File: src/rtl/mult_issue_ctrl.sv
// rtl/mult_issue_ctrl.sv - RV32M multiplier issue controller: request accept, start/done launch, response hold
`ifndef DEFAULT_MULT_LATENCY
`define DEFAULT_MULT_LATENCY 2
`endif

module mult_issue_ctrl #(
    parameter int unsigned LATENCY        = `DEFAULT_MULT_LATENCY,
    parameter int unsigned TIMEOUT_CYCLES = 32
) (
    input  logic        clk_i,
    input  logic        rst_ni,

    input  logic        req_valid_i,
    output logic        req_ready_o,
    input  logic [2:0]  req_funct3_i,
    input  logic [31:0] req_rs1_i,
    input  logic [31:0] req_rs2_i,
    input  logic [4:0]  req_rd_i,

    input  logic        flush_i,

    output logic        rsp_valid_o,
    input  logic        rsp_ready_i,
    output logic [31:0] rsp_result_o,
    output logic [4:0]  rsp_rd_o,
    output logic        rsp_error_o,

    output logic        mult_start_o,
    output logic [2:0]  mult_op_type_o,
    output logic [31:0] mult_operand_a_o,
    output logic [31:0] mult_operand_b_o,
    input  logic [31:0] mult_result_i,
    input  logic        mult_done_i,
    input  logic        mult_exception_valid_i
);

    // A timeout at or below the pipeline depth would fire on healthy ops, so clamp it above LATENCY.
    localparam int unsigned      TIMEOUT_EFF = (TIMEOUT_CYCLES > LATENCY) ? TIMEOUT_CYCLES : LATENCY + 1;
    localparam int unsigned      CNT_W       = $clog2(TIMEOUT_EFF + 1);
    localparam logic [CNT_W-1:0] CNT_LAST    = CNT_W'(TIMEOUT_EFF - 1);

    typedef enum logic [2:0] {
        S_IDLE,
        S_ISSUE,
        S_WAIT,
        S_RESP,
        S_DRAIN
    } state_t;

    state_t           state_q;
    logic [CNT_W-1:0] cnt_q;
    logic [4:0]       rd_q;
    logic             accept;
    logic             timeout_hit;

    assign req_ready_o = rst_ni && !flush_i &&
                         ((state_q == S_IDLE) || ((state_q == S_RESP) && rsp_ready_i));
    assign accept      = req_valid_i && req_ready_o;
    assign timeout_hit = (cnt_q == CNT_LAST);

    always_ff @(posedge clk_i or negedge rst_ni) begin
        if (!rst_ni) begin
            state_q          <= S_IDLE;
            cnt_q            <= '0;
            rd_q             <= '0;
            rsp_valid_o      <= 1'b0;
            rsp_result_o     <= '0;
            rsp_rd_o         <= '0;
            rsp_error_o      <= 1'b0;
            mult_start_o     <= 1'b0;
            mult_op_type_o   <= '0;
            mult_operand_a_o <= '0;
            mult_operand_b_o <= '0;
        end else begin
            mult_start_o <= 1'b0;

            case (state_q)
                S_IDLE: begin
                    state_q <= S_IDLE;
                end

                S_ISSUE: begin
                    cnt_q   <= '0;
                    state_q <= flush_i ? S_DRAIN : S_WAIT;
                end

                S_WAIT: begin
                    if (flush_i) begin
                        cnt_q   <= '0;
                        state_q <= S_DRAIN;
                    end else if (mult_done_i) begin
                        rsp_valid_o  <= 1'b1;
                        rsp_result_o <= mult_result_i;
                        rsp_error_o  <= mult_exception_valid_i;
                        rsp_rd_o     <= rd_q;
                        state_q      <= S_RESP;
                    end else if (timeout_hit) begin
                        rsp_valid_o  <= 1'b1;
                        rsp_result_o <= '0;
                        rsp_error_o  <= 1'b1;
                        rsp_rd_o     <= rd_q;
                        state_q      <= S_RESP;
                    end else begin
                        cnt_q <= cnt_q + CNT_W'(1);
                    end
                end

                S_RESP: begin
                    if (flush_i || rsp_ready_i) begin
                        rsp_valid_o <= 1'b0;
                        state_q     <= S_IDLE;
                    end
                end

                // Absorb the killed op's done so it cannot complete the next request.
                S_DRAIN: begin
                    if (mult_done_i || timeout_hit) begin
                        state_q <= S_IDLE;
                    end else begin
                        cnt_q <= cnt_q + CNT_W'(1);
                    end
                end

                default: begin
                    state_q <= S_IDLE;
                end
            endcase

            // Accept is only possible from IDLE or a completing RESP, so it overrides the case above.
            if (accept) begin
                if (req_funct3_i[2]) begin
                    rsp_valid_o  <= 1'b1;
                    rsp_result_o <= '0;
                    rsp_error_o  <= 1'b1;
                    rsp_rd_o     <= req_rd_i;
                    state_q      <= S_RESP;
                end else begin
                    mult_op_type_o   <= req_funct3_i;
                    mult_operand_a_o <= req_rs1_i;
                    mult_operand_b_o <= req_rs2_i;
                    rd_q             <= req_rd_i;
                    mult_start_o     <= 1'b1;
                    state_q          <= S_ISSUE;
                end
            end
        end
    end

endmodule

File: config.mk
export PLATFORM = sky130hd
export DESIGN_NAME = mult_issue_ctrl
export DESIGN_NICKNAME = d
export VERILOG_FILES = /design/src/rtl/mult_issue_ctrl.sv
export SDC_FILE = /design/constraint.sdc
export NUM_CORES = 1
export LEC_CHECK = 0
export BUFFER_PORTS_ARGS = -buffer_cell sky130_fd_sc_hd__buf_2
export CAP_MARGIN = 15
export CELL_PAD_IN_SITES_DETAIL_PLACEMENT = 1
export CELL_PAD_IN_SITES_GLOBAL_PLACEMENT = 1
export CORE_MARGIN = 5
export CORE_UTILIZATION = 30
export CTS_BUF_LIST = sky130_fd_sc_hd__clkbuf_8
export DETAILED_ROUTE_END_ITERATION = 6
export GPL_TIMING_DRIVEN = 0
export HOLD_SLACK_MARGIN = 0.03
export PLACE_DENSITY = 0.64
export SYNTH_ARGS = -nofsm -noshare
export SYNTH_HDL_FRONTEND = slang
export SYNTH_SLANG_ARGS = --single-unit
File: constraint.sdc
create_clock -name clk_i -period 4.4 [get_ports clk_i]
set_clock_uncertainty 0.2 [all_clocks]
set_input_delay 0.88 -clock clk_i [delete_from_list [all_inputs] [get_ports clk_i]]
set_output_delay 0.88 -clock clk_i [all_outputs]
set_load 0.01 [all_outputs]
**Word level (Yosys, flattened, before mapping)**

Cells that the tools add are included.

- Add/sub/neg operators: 1
- Equal/unequal tests: 11
- Multiplexer cells: 41
- Bitwise operators: 1
- Reduce and logical (&&, ||, !) cells: 13

Operators by type and width:

| kind | number |
|---|---|
| $mux 32 | 6 |
| $mux 5 | 6 |
| $mux 6 | 4 |
| $mux 3 | 7 |
| $pmux 6 s3 | 1 |
| $mux 1 | 14 |
| $pmux 3 s4 | 1 |
| $ne 3x3->1 const B | 3 |
| $add 6x1->6 const B | 1 |
| $eq 3x2->1 const B | 2 |
| $eq 6x5->1 const B | 1 |
| $ne 5x5->1 const B | 1 |
| $logic_and 1x1->1 | 4 |
| $reduce_and 4->1 | 1 |
| $eq 3x1->1 const B | 1 |
| $eq 3x3->1 const B | 1 |
| $logic_not 3->1 | 1 |
| $logic_or 1x1->1 | 3 |
| $ne 3x2->1 const B | 1 |
| $reduce_and 3->1 | 1 |
| $reduce_bool 3->1 | 1 |
| $mux 2 | 1 |
| $ne 2x2->1 const B | 1 |
| $pmux 1 s2 | 1 |
| 3 further kinds | 3 |

- Bits in registers: 120
- Input port bits: 111
- Output and inout bits: 108
- Word-level logic and storage cells: 78

**Logic depth before layout (Yosys ltp)**

Gate-level depths: netlist of run 1.

- Depth in word-level cells: 7
- Gate-level depth with buffers: 7

**Least setup slack after synthesis of run 1**

OpenSTA, ideal clock, no wires.

- Path kind: input-to-output
- Start: input rsp_ready_i
- End: output req_ready_o
- Arrival time: 1531 ps
- Data required time: 3320 ps
- Setup slack: 1789 ps
- Stages: 3
- Cell sequence: and3_4 or2_2 and3_1

- Cells in the longest elaborated chain, start to end: 3

RTL lines:

| item | line | RTL |
|---|---|---|
| start, declared | 23 | `input logic rsp_ready_i,` |
| $logic_and 1x1->1 | 57 | `((state_q == S_IDLE) \|\| ((state_q == S_RESP) && rsp_ready_i));` |
| $logic_or 1x1->1 | 57 |  |
| $logic_and 1x1->1 | 56 | `assign req_ready_o = rst_ni && !flush_i &&` |
| end, declared | 14 | `output logic req_ready_o,` |

Every way passes these cells.

**Worst setup path after layout of run 1**

Ends and elaborated chain as after synthesis.

==> results.toml, run 1 <==
[route]
drt_wl_total_um = 15690
via_per_inst = 4.665
first_iter_violations = 81
wire_per_inst_um = 17.89
ant_nets = 0
drc = 0
routed-via-count = 4091
dr.pass1.iters = 4

[floorplanning]
ioPinCount = 219
fp.dieH_um = 143.5
fp.dieW_um = 143.5
dieArea_um2 = 20610
core_area_um2 = 17420
start_util_pct = 30.72
num_rows = 48

[logic_synthesis]
syn_nets = 515
synth_area_um2 = 5350
avgSynthCellArea_um2 = 13.28
yosysMostFrequentCell = "dfrtp_1"
ys_types = 48
yosysSeqAreaShare_pct = 56.13
synth_top_area_share_pct = 56.13
yosys.area.top_type = "dfrtp_1"
synthArstFlopShare_pct = 100.0
synth_warnings = 0
synth_commonest_cells = "dfrtp_1 (120), mux2_4 (69), o21ai_0 (42), nand2_1 (36), a21oi_1 (35)"
synthTopCellsByArea = "dfrtp_1 (56%), mux2_4 (19%), o21ai_0 (3.9%)"
synth_edf_count = 0
syn-instance-count = 403
synth_seq_cells = 120
synth_ff_type = "dfrtp_1"

[pwr]
powerDensity_nw_per_um2 = 646.2
ir_drop_mv = 0.2164
finalPower_uw = 4600
p_leak_uw = 0.003742

[global_routing]
grt_max_degree = 67
antenna_found_initial = 0
grt_first_pass_wirelength_um = 24570
grt_overflow = 0
first_global_vias = 4611
track_usage_pct = 15.26

[timing]
setup_tns_ps = 0
fmax_mhz = 349.5
min_period_over_period_pct = 65.02
finalWorstSetupSlack_ps = 1539
worst_slew_pin_slew_ps = 589.0
final_max_slew_viol_count = 0
period_needed_ps = 2861
setup_viol = 0
slew_headroom_pct = 60.47
rsz0062_at_grt = "no"
hold_violations = 0

[worst_setup_path]
path_class = "primary input to output port"
worstSetupStartpointType = "primary input"
cp_max_fo = 3
cp-end-kind = "output port"
crit_arrival_ps = 1780
rr_worst_depth = 7
required_ps = 3320

[cts]
clock-root-buffer = "clkbuf_8"
cts_resized = 0
htreeDepth = 4
numClockSinks = 120
clk_pin_slew_ps = 70
tritoncts = "done"
cts_setup_buffers = 0
cts_buffers = 17
ctsHoldBuffers = 0
clk_latency_ps = 420
cts_buffer_depth = 2

[final_layout]
area_growth_pct = 33.07
nets = 752
stdcell_area_um2 = 7119
fin_util_pct = 40.88
diodes = 0
final_layout_size_suffix_gt1_share_pct = 52.91
fillers = 1974

[place]
placed_area_um2 = 6751
io_buffer_count = 217
place_hpwl_um = 11720
place.gp.congestion = 0.7809
pre_cts_slack_ps = 1542

[min_path]
min_path_type = "primary input to asynchronous set/reset pin"

[run_status]
outcome = "finished, final reports clean"

[job]
max_cap_violations = 0
[cell families after synthesis]
group                      count (synthesis)  synth area share, %
muxes                                     72                19.97
AOI/OAI and AO/OA                        104                11.13
DFF                                      120                56.13
other                                      1              0.07009
and+or+nand+nor                           69                7.039
buffers and inverters                     35                5.262
xor gates and xnor gates                   1               0.1637
adders and majority gates                  1               0.2338
[flip-flops by register name, summed over array words and instances, names as in the netlist, 2 cells and up]
signal,count
mult_operand_a_o,32
mult_operand_b_o,32
rsp_result_o,32
cnt_q,6
rd_q,5
rsp_rd_o,5
state_q,3
mult_op_type_o,2
[cell usage in the layout, fill, tap and decap left out, types with 5 or more instances in the layout]
master / instances
buf_2: 222
a2bb2oi_1: 5
a21oi_1: 35
dfrtp_1: 120
buf_12: 8
nand3_1: 6
a31oi_1: 6
clkbuf_8: 21
clkinv_2: 5
mux2_4: 69
inv_1: 7
nand2_1: 36
o21ai_0: 42
clkbuf_1: 10
[metrics by stage]
| step | hold slack (ps) | std cells |
|---|---|---|
| floorplan | 281.2 | 403 |
| global placement | 285.0 | 845 |
| detailed placement | 287.7 | 846 |
| CTS | 213.2 | 877 |
| global route | 248.6 | 877 |
| finish | 227.3 | 877 |
[layout make-up]
cell class                 count  area (um^2)  area share, %
clock buffer                  21        289.0          4.060
timing repair buffer         218         1120          15.73
buffer                        30        262.8          3.691
tap                          225        281.5          3.954
sequential                   120         3003          42.18
inverter                       5        18.77         0.2636
multi-input combinational    248         2066          29.02
clock inverter                10        78.83          1.107
[layer usage]
| layer | GRT usage (%) | up-vias | wire length (um) |
|---|---|---|---|
| li1 | - | 1899 | - |
| met1 | 18.45 | 2036 | 6503 |
| met2 | 26.16 | 140 | 7841 |
| met3 | 4.193 | 16 | 1099 |
| met4 | 5.451 | 0 | 248 |
| met5 | 0 | - | 0 |
[report_power, final]
group | internal, uW | total (uW) | switching (uW)
Clock | 495 | 938 | 443
Combinational | 932 | 1760 | 825
Sequential | 1620 | 1910 | 287
Total | 3050 | 4600 | 1560
[critical path, stage by stage]
cell	delay [ps]
buf_2	110
and3_4	180
or2_2	300
and3_1	170
buf_2	140
[path summary, 6_finish.rpt]
kind	from	to	slack, ps
worst max-delay path	rsp_ready_i	req_ready_o	1540
worst min-delay path	rst_ni	rsp_result_o[2]	230
worst max register to register	state_q[2]	rsp_result_o[11]	2140
worst min register to register	mult_operand_a_o[20]	mult_operand_a_o[20]	310
max in group asynchronous	rst_ni	rsp_result_o[16]	3050
min in group clk_i	mult_operand_a_o[20]	mult_operand_a_o[20]	310
Power figures use the tool's default switching activity.
==> run 2, diff against run 1 <==
clock period = 2.8 ns   (was 4.4 ns; I/O delays follow)
==> results.toml, run 2 (same netlist as run 1, synthesis figures left out) <==
[route]
wire_per_inst_um = 17.88
first_iter_violations = 75
drc = 0
dr.pass1.iters = 4
ant_nets = 0
via_per_inst = 4.656
routed-via-count = 4088
drt_wl_total_um = 15700

[timing]
period_needed_ps = 2656
hold_violations = 0
worst_slew_pin_slew_ps = 591.8
hold_ws_ps = 158.0
rsz0062_at_grt = "no"
fmax_mhz = 376.5
slew_headroom_pct = 60.28
finalWorstSetupSlack_ps = 143.9
min_period_over_period_pct = 94.86
final_max_slew_viol_count = 0
setup_viol = 0

[final_layout]
fillers = 1975
layout.cells.most_common = "buf_2"
diodes = 0
nets = 753
fin_cells = 878
reg_top3 = "mult_operand_a_o (32), mult_operand_b_o (32), rsp_result_o (32)"
final_layout_size_suffix_gt1_share_pct = 52.83
layout_common_cells = "buf_2 (222), dfrtp_1 (120), mux2_4 (69)"
area_growth_pct = 33.33

[cts]
cts_buffer_depth = 2
clk_pin_slew_ps = 80
cts_setup_buffers = 0
htreeDepth = 4
clk_latency_ps = 430
cts_buffers = 17
tritoncts = "done"
clock-root-buffer = "clkbuf_8"
numClockSinks = 120

[job]
max_cap_violations = 0

[place]
io_buffer_count = 217
pre_cts_slack_ps = 262.0
post-place-cells = 846
place.gp.congestion = 0.7809
place_hpwl_um = 11720

[pwr]
p_leak_uw = 0.003747
powerDensity_nw_per_um2 = 1014
ir_drop_mv = 0.3409

[global_routing]
grt_first_pass_wirelength_um = 24610
track_usage_pct = 15.28
grt_overflow = 0
grt_max_degree = 67
antenna_found_initial = 0
first_global_vias = 4621

[min_path]
min_path_type = "primary input to flop"
min_path_cells = 2

[worst_setup_path]
worstSetupStartpointType = "primary input"
required_ps = 2040
path_class = "primary input to output port"
rr_worst_depth = 7
crit_arrival_ps = 1900
cp-end-kind = "output port"
cp_max_fo = 58

[floorplanning]
fp.dieH_um = 143.5
fp.dieW_um = 143.5
ioPinCount = 219
num_rows = 48
dieArea_um2 = 20610
start_util_pct = 30.72
core_area_um2 = 17420

[run_status]
outcome = "finished, final reports clean"
run 2: cell count changes in the layout (fill, tap and decap cells not counted):
| cell | before | now |
|---|---|---|
| buf_6 | 2 | 1 |
| buf_8 | 0 | 1 |
| dlygate4sd3_1 | 0 | 1 |
run 2: final timing paths:
path / from / endpoint / slack, ps
setup / recovery: rst_ni / req_ready_o / 140
hold / removal: req_rs1_i[26] / mult_operand_a_o[26] / 160
setup reg to reg: state_q[2] / rsp_result_o[11] / 550
hold reg to reg: mult_operand_a_o[20] / mult_operand_a_o[20] / 310
max in group asynchronous: rst_ni / mult_operand_b_o[5] / 1260
min in group asynchronous: rst_ni / rsp_result_o[2] / 450
run 2: stage by stage:
step                instance area (um^2)  total power [uW]  setup TNS [ps]  utilization, %
finish                              7133              7232               0           40.96
global route                        7133              7696               0           40.96
detailed placement                  6751              5826               0           38.76
CTS                                 7129              7362               0           40.93
global placement                    6718              5707         -235970           38.57
floorplan                           5350              4557               0               -
run 2: power breakdown:
part	internal, uW	switching, uW	leakage (uW)
Combinational	1470	1300	0.00205
Clock	778	697	0.000200
Sequential	2540	451	0.00149
run 2: area by class of cell:
class / count / area (um^2) / area share [%]
clock buffers: 21 / 289.0 / 4.052
well taps: 225 / 281.5 / 3.947
multi-input cells: 248 / 2066 / 28.96
plain buffers: 30 / 262.8 / 3.684
inverters: 5 / 18.77 / 0.2631
repair buffers: 219 / 1134 / 15.89
flip-flops and latches: 120 / 3003 / 42.10
clock inverters: 10 / 78.83 / 1.105
run 2: routing by layer:
metal	global-route usage [%]	share of wire [%]
met3	4.126	6.9
met1	18.51	42
met5	0	0
met4	5.451	1.6
met2	26.21	50
run 2: timing repair:
action                                  CTS  global route
hold endpoints to repair                 54             0
hold buffers                              1             0
endpoints found under the setup margin    0             1
gates resized for setup                   0             2
run 2: critical path, cell delays in order:
cell,delay [ps]
dlygate4sd3_1,560
buf_8,390
and3_1,240
buf_2,130
==> run 3, diff against run 2 <==
CORE_ASPECT_RATIO = 0.6   (was default)
==> results.toml, run 3 (same netlist as run 1, synthesis figures left out) <==
[run_status]
outcome = "finished, final reports clean"

[worst_setup_path]
required_ps = 2040
cp_max_fo = 10
path_cells = "buf_6, and3_4, or2_2, and3_1, buf_2"
worstSetupStartpointType = "flop"
r2r_slack_ps = 420
slowest_delay_ps = 430
path_class = "flop to output port"
crit_path_top_delay_cell = "dfrtp_1"
crit_arrival_ps = 1790
cp-end-kind = "output port"

[global_routing]
grt_overflow = 0
first_global_vias = 4622
grt_max_degree = 62
antenna_found_initial = 0
track_usage_pct = 15.83
grt_first_pass_wirelength_um = 26250

[pwr]
ir_drop_mv = 0.3376
finalPower_uw = 7437
p_leak_uw = 0.003757
powerDensity_nw_per_um2 = 1032

[cts]
cts_setup_buffers = 0
clk_latency_ps = 420
cts_buffers = 17
cts_buffer_depth = 2
numClockSinks = 120
clk_pin_slew_ps = 80
htreeDepth = 4
clock-root-buffer = "clkbuf_8"
tritoncts = "done"

[route]
first_iter_violations = 204
drt_wl_total_um = 16750
via_per_inst = 4.669
drc = 0
wire_per_inst_um = 18.86
ant_nets = 0
routed-via-count = 4146
dr.pass1.iters = 4

[timing]
final_max_slew_viol_count = 0
setup_tns_ps = 0
slew_headroom_pct = 58.60
hold_ws_ps = 173.1
finalWorstSetupSlack_ps = 250.4
hold_violations = 0
setup_viol = 0
worst_slew_pin_slew_ps = 621.0
fmax_mhz = 392.2
rsz0062_at_grt = "no"
period_needed_ps = 2550
min_period_over_period_pct = 91.06

[final_layout]
area_growth_pct = 34.66
nets = 754
fin_util_pct = 41.61
layout.cells.most_common = "buf_2"
diodes = 0
fillers = 1922
final_layout_size_suffix_gt1_share_pct = 53.06
layout_common_cells = "buf_2 (222), dfrtp_1 (120), mux2_4 (69)"
reg_top3 = "mult_operand_a_o (32), mult_operand_b_o (32), rsp_result_o (32)"

[place]
pre_cts_slack_ps = 262.0
io_buffer_count = 217
place_hpwl_um = 12580
place.gp.congestion = 0.8097

[job]
max_cap_violations = 0

[floorplanning]
ioPinCount = 219
dieArea_um2 = 20690
core_area_um2 = 17310
start_util_pct = 30.90
num_rows = 37
fp.dieW_um = 182.4
fp.dieH_um = 113.4

[min_path]
min_path_type = "primary input to flop"
-- run 3: through the flow --
stage                     area [um^2]  std cells
final                            7204        888
after detailed placement         6763        855
after CTS                        7204        888
after global routing             7204        888
after global placement           6729        854
after floorplan                  5350        403
-- run 3: report_power, final --
| group | leakage [uW] | internal (uW) | switching, uW | total (uW) |
|---|---|---|---|---|
| sequential | 0.00149 | 2540 | 473 | 3020 |
| clock | 0.000198 | 894 | 739 | 1630 |
| combinational | 0.00206 | 1470 | 1320 | 2790 |
-- run 3: cell type report --
cell class	count	area [um^2]	share of cell area (%)
Multi-Input combinational cell	248	2066	28.67
Clock buffer	18	247.7	3.439
Timing Repair Buffer	220	1157	16.06
Sequential cell	120	3003	41.68
Buffer	30	262.8	3.647
Inverter	5	18.77	0.2605
Tap cell	234	292.8	4.064
Clock inverter	13	156.4	2.171
-- run 3: timing repair --
action,4_1_cts,5_1_grt
resized for setup,0,0
setup endpoints to repair,0,0
hold endpoints to repair,59,0
hold buffers,2,0
-- run 3: final timing paths --
| kind | from | to | depth (start not counted) |
|---|---|---|---|
| setup / recovery | state_q[0] | req_ready_o | 5 |
| hold / removal | req_rs1_i[12] | mult_operand_a_o[12] | 2 |
| setup reg to reg | state_q[0] | rsp_result_o[17] | 7 |
| hold reg to reg | mult_operand_a_o[21] | mult_operand_a_o[21] | 1 |
| max in group asynchronous | rst_ni | mult_operand_b_o[0] | 3 |
| min in group asynchronous | rst_ni | rsp_result_o[11] | 3 |
-- run 3: critical path: cells and delay by family (launching register included) --
kind / cells / cell delay [ps]
buf+inv: 2 / 290
flops: 1 / 430
simple gates: 3 / 640
-- run 3: per-layer routing --
metal	GRT usage (%)	up-vias	routed length, um	part of all wire [%]
li1	-	1905	-	-
met1	22.41	2083	7925	47
met2	24.18	144	7578	45
met3	5.194	14	1128	6.7
met4	2.699	0	120	0.72
met5	0	-	0	0
